===== src/rtl/sram_drain_pkg.sv =====
// Shared definitions for the bank II drain engine: default widths and FSM state encoding.
package sram_drain_pkg;

  localparam int unsigned SRAM_ADDR_LEN = 15;
  localparam int unsigned REG_WORD_LEN  = 16;

  // Readout sequencer states, 2-bit encoding
  typedef enum logic [1:0] {
    ST_IDLE  = 2'd0,
    ST_FETCH = 2'd1,
    ST_SEND  = 2'd2,
    ST_DONE  = 2'd3
  } drain_state_t;

endpackage


===== src/rtl/sram_drain.sv =====
// Streams a block of words out of data bank II (combinational-read SRAM) onto a
// valid/ready interface.
//   clk, rst (sync, active-low)
//   start, base_addr, count  : request, sampled in IDLE only
//   read_addr / read_data    : bank II read port
//   out_data/out_valid/out_last/out_ready : registered output stream
//   busy, done               : transfer status, done pulses once per transfer
module sram_drain
  import sram_drain_pkg::*;
#(
  parameter int unsigned ADDR_W = SRAM_ADDR_LEN,
  parameter int unsigned DATA_W = REG_WORD_LEN
) (
  input  logic              clk,
  input  logic              rst,
  input  logic              start,
  input  logic [ADDR_W-1:0] base_addr,
  input  logic [ADDR_W:0]   count,
  output logic [ADDR_W-1:0] read_addr,
  input  logic [DATA_W-1:0] read_data,
  output logic [DATA_W-1:0] out_data,
  output logic              out_valid,
  input  logic              out_ready,
  output logic              out_last,
  output logic              busy,
  output logic              done
);

  drain_state_t state, state_d;

  logic [ADDR_W-1:0] addr, addr_d;
  logic [ADDR_W:0]   remaining, remaining_d;
  logic [DATA_W-1:0] out_data_d;
  logic              out_valid_d, out_last_d, busy_d, done_d;
  logic              accept;

  assign accept    = out_valid && out_ready;
  assign read_addr = addr;

  // State register
  always_ff @(posedge clk) begin
    if (!rst) state <= ST_IDLE;
    else      state <= state_d;
  end

  // Next-state logic
  always_comb begin
    state_d = state;
    case (state)
      ST_IDLE:  if (start) state_d = (count != '0) ? ST_FETCH : ST_DONE;
      ST_FETCH: state_d = ST_SEND;
      ST_SEND:  if (accept && out_last) state_d = ST_DONE;
      ST_DONE:  state_d = ST_IDLE;
      default:  state_d = ST_IDLE;
    endcase
  end

  // Datapath and output register next values; a word is loaded in FETCH and on
  // every non-final accept so the stream runs at one word per cycle.
  always_comb begin
    addr_d      = addr;
    remaining_d = remaining;
    out_data_d  = out_data;
    out_valid_d = out_valid;
    out_last_d  = out_last;
    case (state)
      ST_IDLE: begin
        if (start && (count != '0)) begin
          addr_d      = base_addr;
          remaining_d = count;
        end
      end
      ST_FETCH, ST_SEND: begin
        if ((state == ST_FETCH) || (accept && !out_last)) begin
          out_data_d  = read_data;
          out_valid_d = 1'b1;
          out_last_d  = (remaining == (ADDR_W+1)'(1));
          addr_d      = addr + ADDR_W'(1);
          remaining_d = remaining - (ADDR_W+1)'(1);
        end else if (accept) begin
          out_valid_d = 1'b0;
          out_last_d  = 1'b0;
        end
      end
      default: ;
    endcase
    busy_d = (state_d == ST_FETCH) || (state_d == ST_SEND);
    done_d = (state_d == ST_DONE);
  end

  // Datapath and output registers
  always_ff @(posedge clk) begin
    if (!rst) begin
      addr      <= '0;
      remaining <= '0;
      out_data  <= '0;
      out_valid <= 1'b0;
      out_last  <= 1'b0;
      busy      <= 1'b0;
      done      <= 1'b0;
    end else begin
      addr      <= addr_d;
      remaining <= remaining_d;
      out_data  <= out_data_d;
      out_valid <= out_valid_d;
      out_last  <= out_last_d;
      busy      <= busy_d;
      done      <= done_d;
    end
  end

endmodule

===== config.mk =====
export PLATFORM = sky130hd
export DESIGN_NAME = sram_drain
export DESIGN_NICKNAME = d
export VERILOG_FILES = /design/src/rtl/sram_drain_pkg.sv /design/src/rtl/sram_drain.sv
export SDC_FILE = /design/constraint.sdc
export NUM_CORES = 1
export LEC_CHECK = 0
export CORE_ASPECT_RATIO = 1.75
export CORE_MARGIN = 2
export CORE_UTILIZATION = 30
export CTS_BUF_LIST = sky130_fd_sc_hd__clkbuf_8
export DETAILED_ROUTE_END_ITERATION = 8
export PLACE_DENSITY = 0.68
export SLEW_MARGIN = 20
export SYNTH_ARGS = -nofsm -noshare
export SYNTH_HDL_FRONTEND = slang
export SYNTH_SLANG_ARGS = --single-unit

===== constraint.sdc =====
create_clock -name clk -period 1.8 [get_ports clk]
set_input_delay 0.27 -clock clk [delete_from_list [all_inputs] [get_ports clk]]
set_output_delay 0.27 -clock clk [all_outputs]
set_load 0.005 [all_outputs]

; ---- Yosys cells after proc, flatten, opt, wreduce, memory -nomap -nowiden
; Index checks and enable logic that the tools add are counted.
[totals]
regBits = 53
output_inout_bits = 35
wordCells = 47
[op_classes]
n_addsub = 2
n_eq_ne = 9
mux = 13
n_reduce_logical = 15
[op_table]
columns = op, count
row1 = $mux W16, 2
row2 = $pmux W16 S2, 1
row3 = $mux W15, 2
row4 = $pmux W15 S2, 1
row5 = $eq A16 B1 Y1 const B, 1
row6 = $reduce_bool A16 Y1, 1
row7 = $sub A16 B1 Y16 const B, 1
row8 = $add A15 B1 Y15 const B, 1
row9 = $eq A2 B2 Y1 const B, 4
row10 = $pmux W2 S4, 1
row11 = $mux W2, 3
row12 = $eq A2 B1 Y1 const B, 2
row13 = $logic_and A1 B1 Y1, 4
row14 = $ne A2 B2 Y1 const B, 2
row15 = $reduce_and A2 Y1, 2
row16 = $reduce_bool A2 Y1, 2
row17 = $mux W1, 3
row18 = $reduce_and A3 Y1, 1
row19 = $logic_not A2 Y1, 1
row20 = $logic_or A1 B1 Y1, 2
row21 = $reduce_or A2 Y1, 1
row22 = $logic_not A1 Y1, 1

; ---- Logic depth before layout (Yosys ltp)
; Gate-level depths: netlist (run 1).
[logic_depth]
ltp_word = 6
ltp_mapped = 8
mapped_depth_nobuf = 8

; ---- Worst setup path after synthesis (run 1)
; OpenSTA, ideal clock, no wires.
[synth_timing]
kind = reg-to-reg
start = register state[0]
end = register out_data[6]
setup_ns = 0.128
arrival_ns = 1.668
path_slack_ns = 0.005
path_stages_with_launch = 8
path_buffers = 2
synth_period_minus_slack_ns = 1.795
path_cell_list = dfxtp_1 > inv_1 > ha_1 > buf_2 > nand2_1 > buf_2 > mux2i_1 > nor2_1
[synth_between]
elab_chain_len = 3
[synth_rtl]
columns = element, line
row1 = from (decl), sram_drain.sv:29  ; drain_state_t state, state_d;
row2 = from (signal assigned), sram_drain.sv:43  ; else state <= state_d;
row3 = $eq A2 B1 Y1 or $eq A2 B2 Y1 (tied branches), "sram_drain.sv:66, sram_drain.sv:74"
row4 = $reduce_or A2 Y1 or $logic_or A1 B1 Y1 (tied branches), "sram_drain.sv:66, sram_drain.sv:74"
row5 = $reduce_and A2 Y1 (no source line) *, -
row6 = to (signal assigned), sram_drain.sv:104  ; out_data <= out_data_d;
row7 = to (decl), sram_drain.sv:21  ; output logic [DATA_W-1:0] out_data,
; Mark *: on every way between the ends. The rest lies on a longest branch, timed or not.
; A chain may end at the register's enable or synchronous reset.

; ---- Worst setup path in the final report (run 1)
[layout_timing]
start = register state[0]
end = register addr[9] (netlist: read_addr[9])
[layout_between]
elab_chain_len = 4
[layout_rtl]
columns = element, line
row1 = $eq A2 B1 Y1 or $eq A2 B2 Y1 (tied branches), "sram_drain.sv:66, sram_drain.sv:74"
row2 = $reduce_or A2 Y1 or $logic_or A1 B1 Y1 (tied branches), "sram_drain.sv:66, sram_drain.sv:74"
row3 = $ne A2 B2 Y1 (no source line) or $reduce_bool A2 Y1 (tied branches), -
row4 = $reduce_and A3 Y1 (no source line), -
row5 = to (signal assigned), sram_drain.sv:102  ; addr <= addr_d;
row6 = to (decl), sram_drain.sv:31  ; logic [ADDR_W-1:0] addr, addr_d;
; Several ways; a longest one is shown, not always the timed one.

==> results of run 1 <==
## worst max-delay path, stage by stage, from the launching register on
cell     delay (ns)
dfxtp_2        0.34
inv_2          0.07
ha_4           0.14
nor4b_4        0.22
nand4_1        0.20
o21ai_4        0.25
buf_12         0.23
a21oi_1        0.06
o21a_1         0.18
## final timing paths
path                            slack (ns)           from             to  depth (start not counted)
worst max-delay path                 0.006       state[0]   read_addr[9]                          8
worst min register to register        0.49  remaining[11]  remaining[11]                          2
worst max register to register       0.006       state[0]   read_addr[9]                          8
worst min-delay path                  0.42      count[10]  remaining[10]                          3
## layer usage
metal	share of wire (%)	vias up	wire length, um
li1	-	1535	-
met1	38	1484	3480
met2	55	73	5000
met3	3.6	15	324
met4	2.9	0	267
met5	0	-	0
## flip-flops by register name (all words and copies together) (netlist names)
signal / cells
busy: 1
done: 1
out_data: 16
out_last: 1
out_valid: 1
read_addr: 15
remaining: 16
state: 2
## power by group through the flow
stage / Combinational, uW / Sequential, uW / Clock (uW)
2_1_floorplan: 692 / 1400 / 0
3_3_place_gp: 1240 / 1400 / 0
4_1_cts: 1280 / 1380 / 894
3_5_place_dp: 1260 / 1410 / 0
6_report: 1300 / 1390 / 870
5_1_grt: 1430 / 1400 / 937
## cell type report
| class | instances | area, um^2 | share of cell area (%) |
|---|---|---|---|
| inverter | 13 | 48.8 | 1.12 |
| tap | 122 | 153 | 3.49 |
| clock inverter | 2 | 33.8 | 0.773 |
| clock buffer | 6 | 82.6 | 1.89 |
| multi-input combinational | 270 | 1750 | 40.1 |
| timing repair buffer | 126 | 1240 | 28.3 |
| sequential | 53 | 1060 | 24.4 |
## layout by cell type (no fill, tap or decap), types with 8 or more instances in the layout
cell,count
nand3_1,8
nand2_1,41
mux2i_1,20
o32ai_1,14
dfxtp_1,50
buf_4,35
nor2_1,37
a21oi_1,37
and3_1,8
inv_1,10
clkdlybuf4s50_1,84
## stage by stage
stage,power [uW],hold slack (ns),instances,utilization (%),setup TNS (ns)
after floorplan,2090,0.414,362,-,0
after global placement,2640,0.468,582,44.2,-9.41
after detailed placement,2670,0.470,582,44.2,-10.32
after CTS,3560,0.490,591,45.7,-0.00237
after global routing,3770,0.441,592,46.1,-1.84
final,3550,0.420,592,46.1,0
## timing repair
item | in CTS | in global routing
cloned | 0 | 0
buffers inserted | 1 | 1
endpoints found under the setup margin | 32 | 32
pin swaps | 3 | 2
gates resized for setup | 7 | 10
## logic make-up after synthesis
family	Yosys count	share of synthesized area [%]
and+or+nand+nor	139	23.9
muxes	21	7.24
AOI/OAI and AO/OA	103	23.8
DFF	53	36.3
adders and majority gates	7	3.00
buffers and inverters	39	5.70
==> impl_metrics.toml, run 1 <==
[grt]
antenna_found_initial = 0
met2_usage_pct = 33.3
grt_max_degree = 39
grt_pass1_vias = 3116
use_met1_pct = 18.1
grt_overflow = 0
grt_use_total_pct = 17.5
grt.busiest_layer = "met2"
grt_pass1_wl_mm = 14.8
use_met3_pct = 2.41

[synthesis]
synth_seq_cells = 53
synth_flop_cell = "dfxtp_1"
yosysUniqueCellTypes = 51
ys_top_cells_by_area = "dfxtp_1 (36%), mux2i_1 (6.9%), a21oi_1 (6.7%)"
yosys.area.top_type_share_pct = 36.3
netlist_area_um2 = 2920
synth_warnings = 0
synth.most_common_cell = "dfxtp_1"
synth_top_cell_by_area = "dfxtp_1"
syn-mean-instance-area_um2 = 8.07
syn-num-nets = 420
synth_edf_count = 0
syn_inst = 362
ys_async_sr_fraction_pct = 0
yosysSeqAreaShare_pct = 36.3
synthTopCellsByCount = "dfxtp_1 (53), nand2_1 (41), a21oi_1 (39)"

[die]
die_y_um = 135
die_w_um = 78.6
initial_core_util_pct = 30.8
die_area_um2 = 10600
rows = 47
num_io_pins = 86
coreArea_um2 = 9470

[clock_network]
postCtsHoldBufs = 0
numCtsBuffers = 5
htreeDepth = 2
cts.clk_slew.worst_paths_ns = 0.10
clk_latency_ns = 0.32
cts_buffer_depth = 2
clockRootBuffer = "clkbuf_8"
tritoncts = "done"
cts.sinks = 53

[worst_setup_path]
critPathKind = "reg -> reg"
worstPathArrival_ns = 2.02
cp-end-kind = "flop"
startpoint_type = "flop"
cp.required_ns = 2.03
path_max_fanout = 38

[power_and_ir_drop]
pwr-share-clk_pct = 24.5
netSwitchingFraction_pct = 32.5
p_seq_share_pct = 39.1
p_leak_uw = 0.00178
max-vdd-ir-drop_mv = 0.340
combPwrFrac_pct = 36.5
p_per_area_nw_per_um2 = 813
p_int_uw = 2400
p_sw_uw = 1160

[placement]
io_buffers = 85
dp_hpwl_mm = 6.62
gp_congestion = 0.826
detailed_place.area_um2 = 4180
pre_cts_slack_ns = -0.372

[sta]
timing.fmax_mhz = 557
final.min_clock_period_ns = 1.79
rsz0062_at_grt = "true"
drv_slew = 0
hold_viol_final = 0
finalCritPeriodShare_pct = 99.7
worst_slack_ns = 0.00585
setup_violations = 0
fin_skew_ns = 0.0121
max-slew-margin-rel_pct = 71.6
worst_slew_pin_slew_ns = 0.423

[cells_and_area]
syn_to_final_growth_pct = 49.6
drive_above_1_share_pct = 15.5
layout.nets = 527
n_antenna_cell = 0
final_cell_area_um2 = 4370
n_fill_cell = 953

[worst_hold_path]
hold_class = "in -> reg"

[detailed_routing]
drcViolationCount = 0
drt_iter0_markers = 241
vias = 3107
avgRoutedWirePerCell_um = 15.3
first_pass_iters = 4
routed_wl_mm = 9.06
antenna_left = 0
via_per_inst = 5.25

[run]
maxCapViolations = 0

[outcome]
outcome = "completed"
Note: power is estimated with default switching activity, not from simulation.
==> run 2: changes to the inputs <==
CELL_PAD_IN_SITES_DETAIL_PLACEMENT = 2   (was unset)
CELL_PAD_IN_SITES_GLOBAL_PLACEMENT = 2   (was unset)
CORE_UTILIZATION = 25   (was 30)
CTS_CLUSTER_DIAMETER = 60   (was unset)
PLACE_DENSITY = 0.89   (was 0.68)
==> impl_metrics.toml, run 2 (synthesized netlist as in run 1, its figures left out) <==
[outcome]
outcome = "finished, violations left"
violations = "negative setup slack"

[grt]
grt_use_total_pct = 21.2
antenna_found_initial = 0
grt_pass1_wl_mm = 20.7
grt_max_degree = 43
grt_pass1_vias = 3808
grt_overflow = 0

[sta]
tns_ns = -3.07
worst_slack_ns = -0.210
fin_skew_ns = 0.0185
hold_ws_ns = 0.514
setup_violations = 31
hold_viol_final = 0
max-slew-margin-rel_pct = 66.3
timing.fmax_mhz = 497
rsz0062_at_grt = "true"
final.min_clock_period_ns = 2.01
finalCritPeriodShare_pct = 112
worst_slew_pin_slew_ns = 0.501
drv_slew = 0

[clock_network]
cts_buffer_depth = 2
clockRootBuffer = "clkbuf_8"
postCtsHoldBufs = 0
htreeDepth = 2
numCtsBuffers = 5
cts.sinks = 53
cts.clk_slew.worst_paths_ns = 0.11
tritoncts = "done"
clk_latency_ns = 0.33

[detailed_routing]
first_pass_iters = 4
drt_iter0_markers = 158
antenna_left = 0
routed_wl_mm = 13.7
via_per_inst = 5.40
vias = 3303
drcViolationCount = 0
avgRoutedWirePerCell_um = 22.4

[cells_and_area]
final_common_cell = "clkdlybuf4s50_1"
stdcell_count = 612
mostFrequentLayoutCells = "clkdlybuf4s50_1 (85), dfxtp_1 (50), nand2_1 (40), nor2_1 (37), buf_4 (35)"
drive_above_1_share_pct = 19.9
n_antenna_cell = 0
layout.nets = 534
syn_to_final_growth_pct = 56.4

[die]
num_io_pins = 86
die_w_um = 85.7
rows = 52
die_y_um = 147
die_area_um2 = 12600
initial_core_util_pct = 25.5
coreArea_um2 = 11500

[power_and_ir_drop]
netSwitchingFraction_pct = 37.7
pwr-share-clk_pct = 20.8
p_per_area_nw_per_um2 = 827
p_seq_share_pct = 36.9
max-vdd-ir-drop_mv = 0.563
p_int_uw = 2350
p_sw_uw = 1420
p_leak_uw = 0.00184
combPwrFrac_pct = 42.3

[worst_setup_path]
critPathKind = "in -> reg"
cp.required_ns = 2.03
cpMaxStageDelayCell = "clkdlybuf4s50_1"
startpoint_type = "input pin"
cp-end-kind = "flop"
worstPathArrival_ns = 2.24
path_max_fanout = 6
path_buf_inv = 4
cp_top_family = "buffers and inverters"
cp_slowest_stage_delay_ns = 0.43
path_cells = "clkdlybuf4s50_1, nor4_2, buf_4, nand4_1, o21ai_4, buf_12, buf_8, a21oi_1, o32ai_2"

[placement]
io_buffers = 85
place_inst = 599
pre_cts_slack_ns = -0.555
gp_congestion = 0.790
dp_hpwl_mm = 8.99

[run]
maxCapViolations = 0

[worst_hold_path]
hold_class = "reg -> reg"
-- run 2: tightest hold or removal path: stages (launching register included) --
cell	delay [ns]
dfxtp_1	0.34
mux2i_1	0.07
nor2_1	0.07
-- run 2: final cells by class --
| cell class | count | area (um^2) |
|---|---|---|
| multi-input cells | 270 | 1840 |
| repair buffers | 133 | 1350 |
| clock inverters | 2 | 16.3 |
| fillers | 1251 | 6880 |
| clock buffers | 6 | 82.6 |
| inverters | 13 | 51.3 |
| flip-flops and latches | 53 | 1060 |
| well taps | 135 | 169 |
-- run 2: stage by stage --
stage | area [um^2] | total power, uW | utilization (%)
4_1_cts | 4500 | 3710 | 39.3
6_report | 4570 | 3780 | 39.9
3_3_place_gp | 4240 | 2690 | 37.0
5_1_grt | 4570 | 3960 | 39.9
2_1_floorplan | 2920 | 2090 | -
3_5_place_dp | 4240 | 2780 | 37.0
-- run 2: worst paths after layout --
kind                             startpoint           end  slack (ns)  cells past startpoint
worst max-delay path              count[10]  remaining[4]       -0.21                      9
worst max register to register     state[1]  remaining[4]       -0.20                      9
worst min register to register  out_data[2]   out_data[2]        0.51                      2
worst min-delay path            out_data[2]   out_data[2]        0.51                      2
-- run 2: power by group through the flow --
stage / logic (uW) / clock network, uW / registers, uW
floorplan: 692 / 0 / 1400
global placement: 1280 / 0 / 1400
detailed placement: 1370 / 0 / 1410
CTS: 1520 / 801 / 1390
global route: 1710 / 841 / 1410
finish: 1600 / 786 / 1390
-- run 2: timing repair --
action	CTS	global route
gates resized for setup	22	19
setup buffers	4	0
cloned	2	1
endpoints found under the setup margin	34	33
pin swaps	13	9
-- run 2: routing by layer --
metal  GRT usage [%]  routed length [um]  part of all wire, %
met5               0                   0                    0
met2            40.5                7940                   58
met1            21.5                4980                   36
met4            11.4                 543                  4.0
met3            2.75                 278                  2.0
==> run 3: changes to the inputs <==
HOLD_SLACK_MARGIN = 0.06   (was unset)
SLEW_MARGIN = 0   (was 20)
==> results of run 3 <==
Final layout, timing and power as in run 2 (identical DEF).
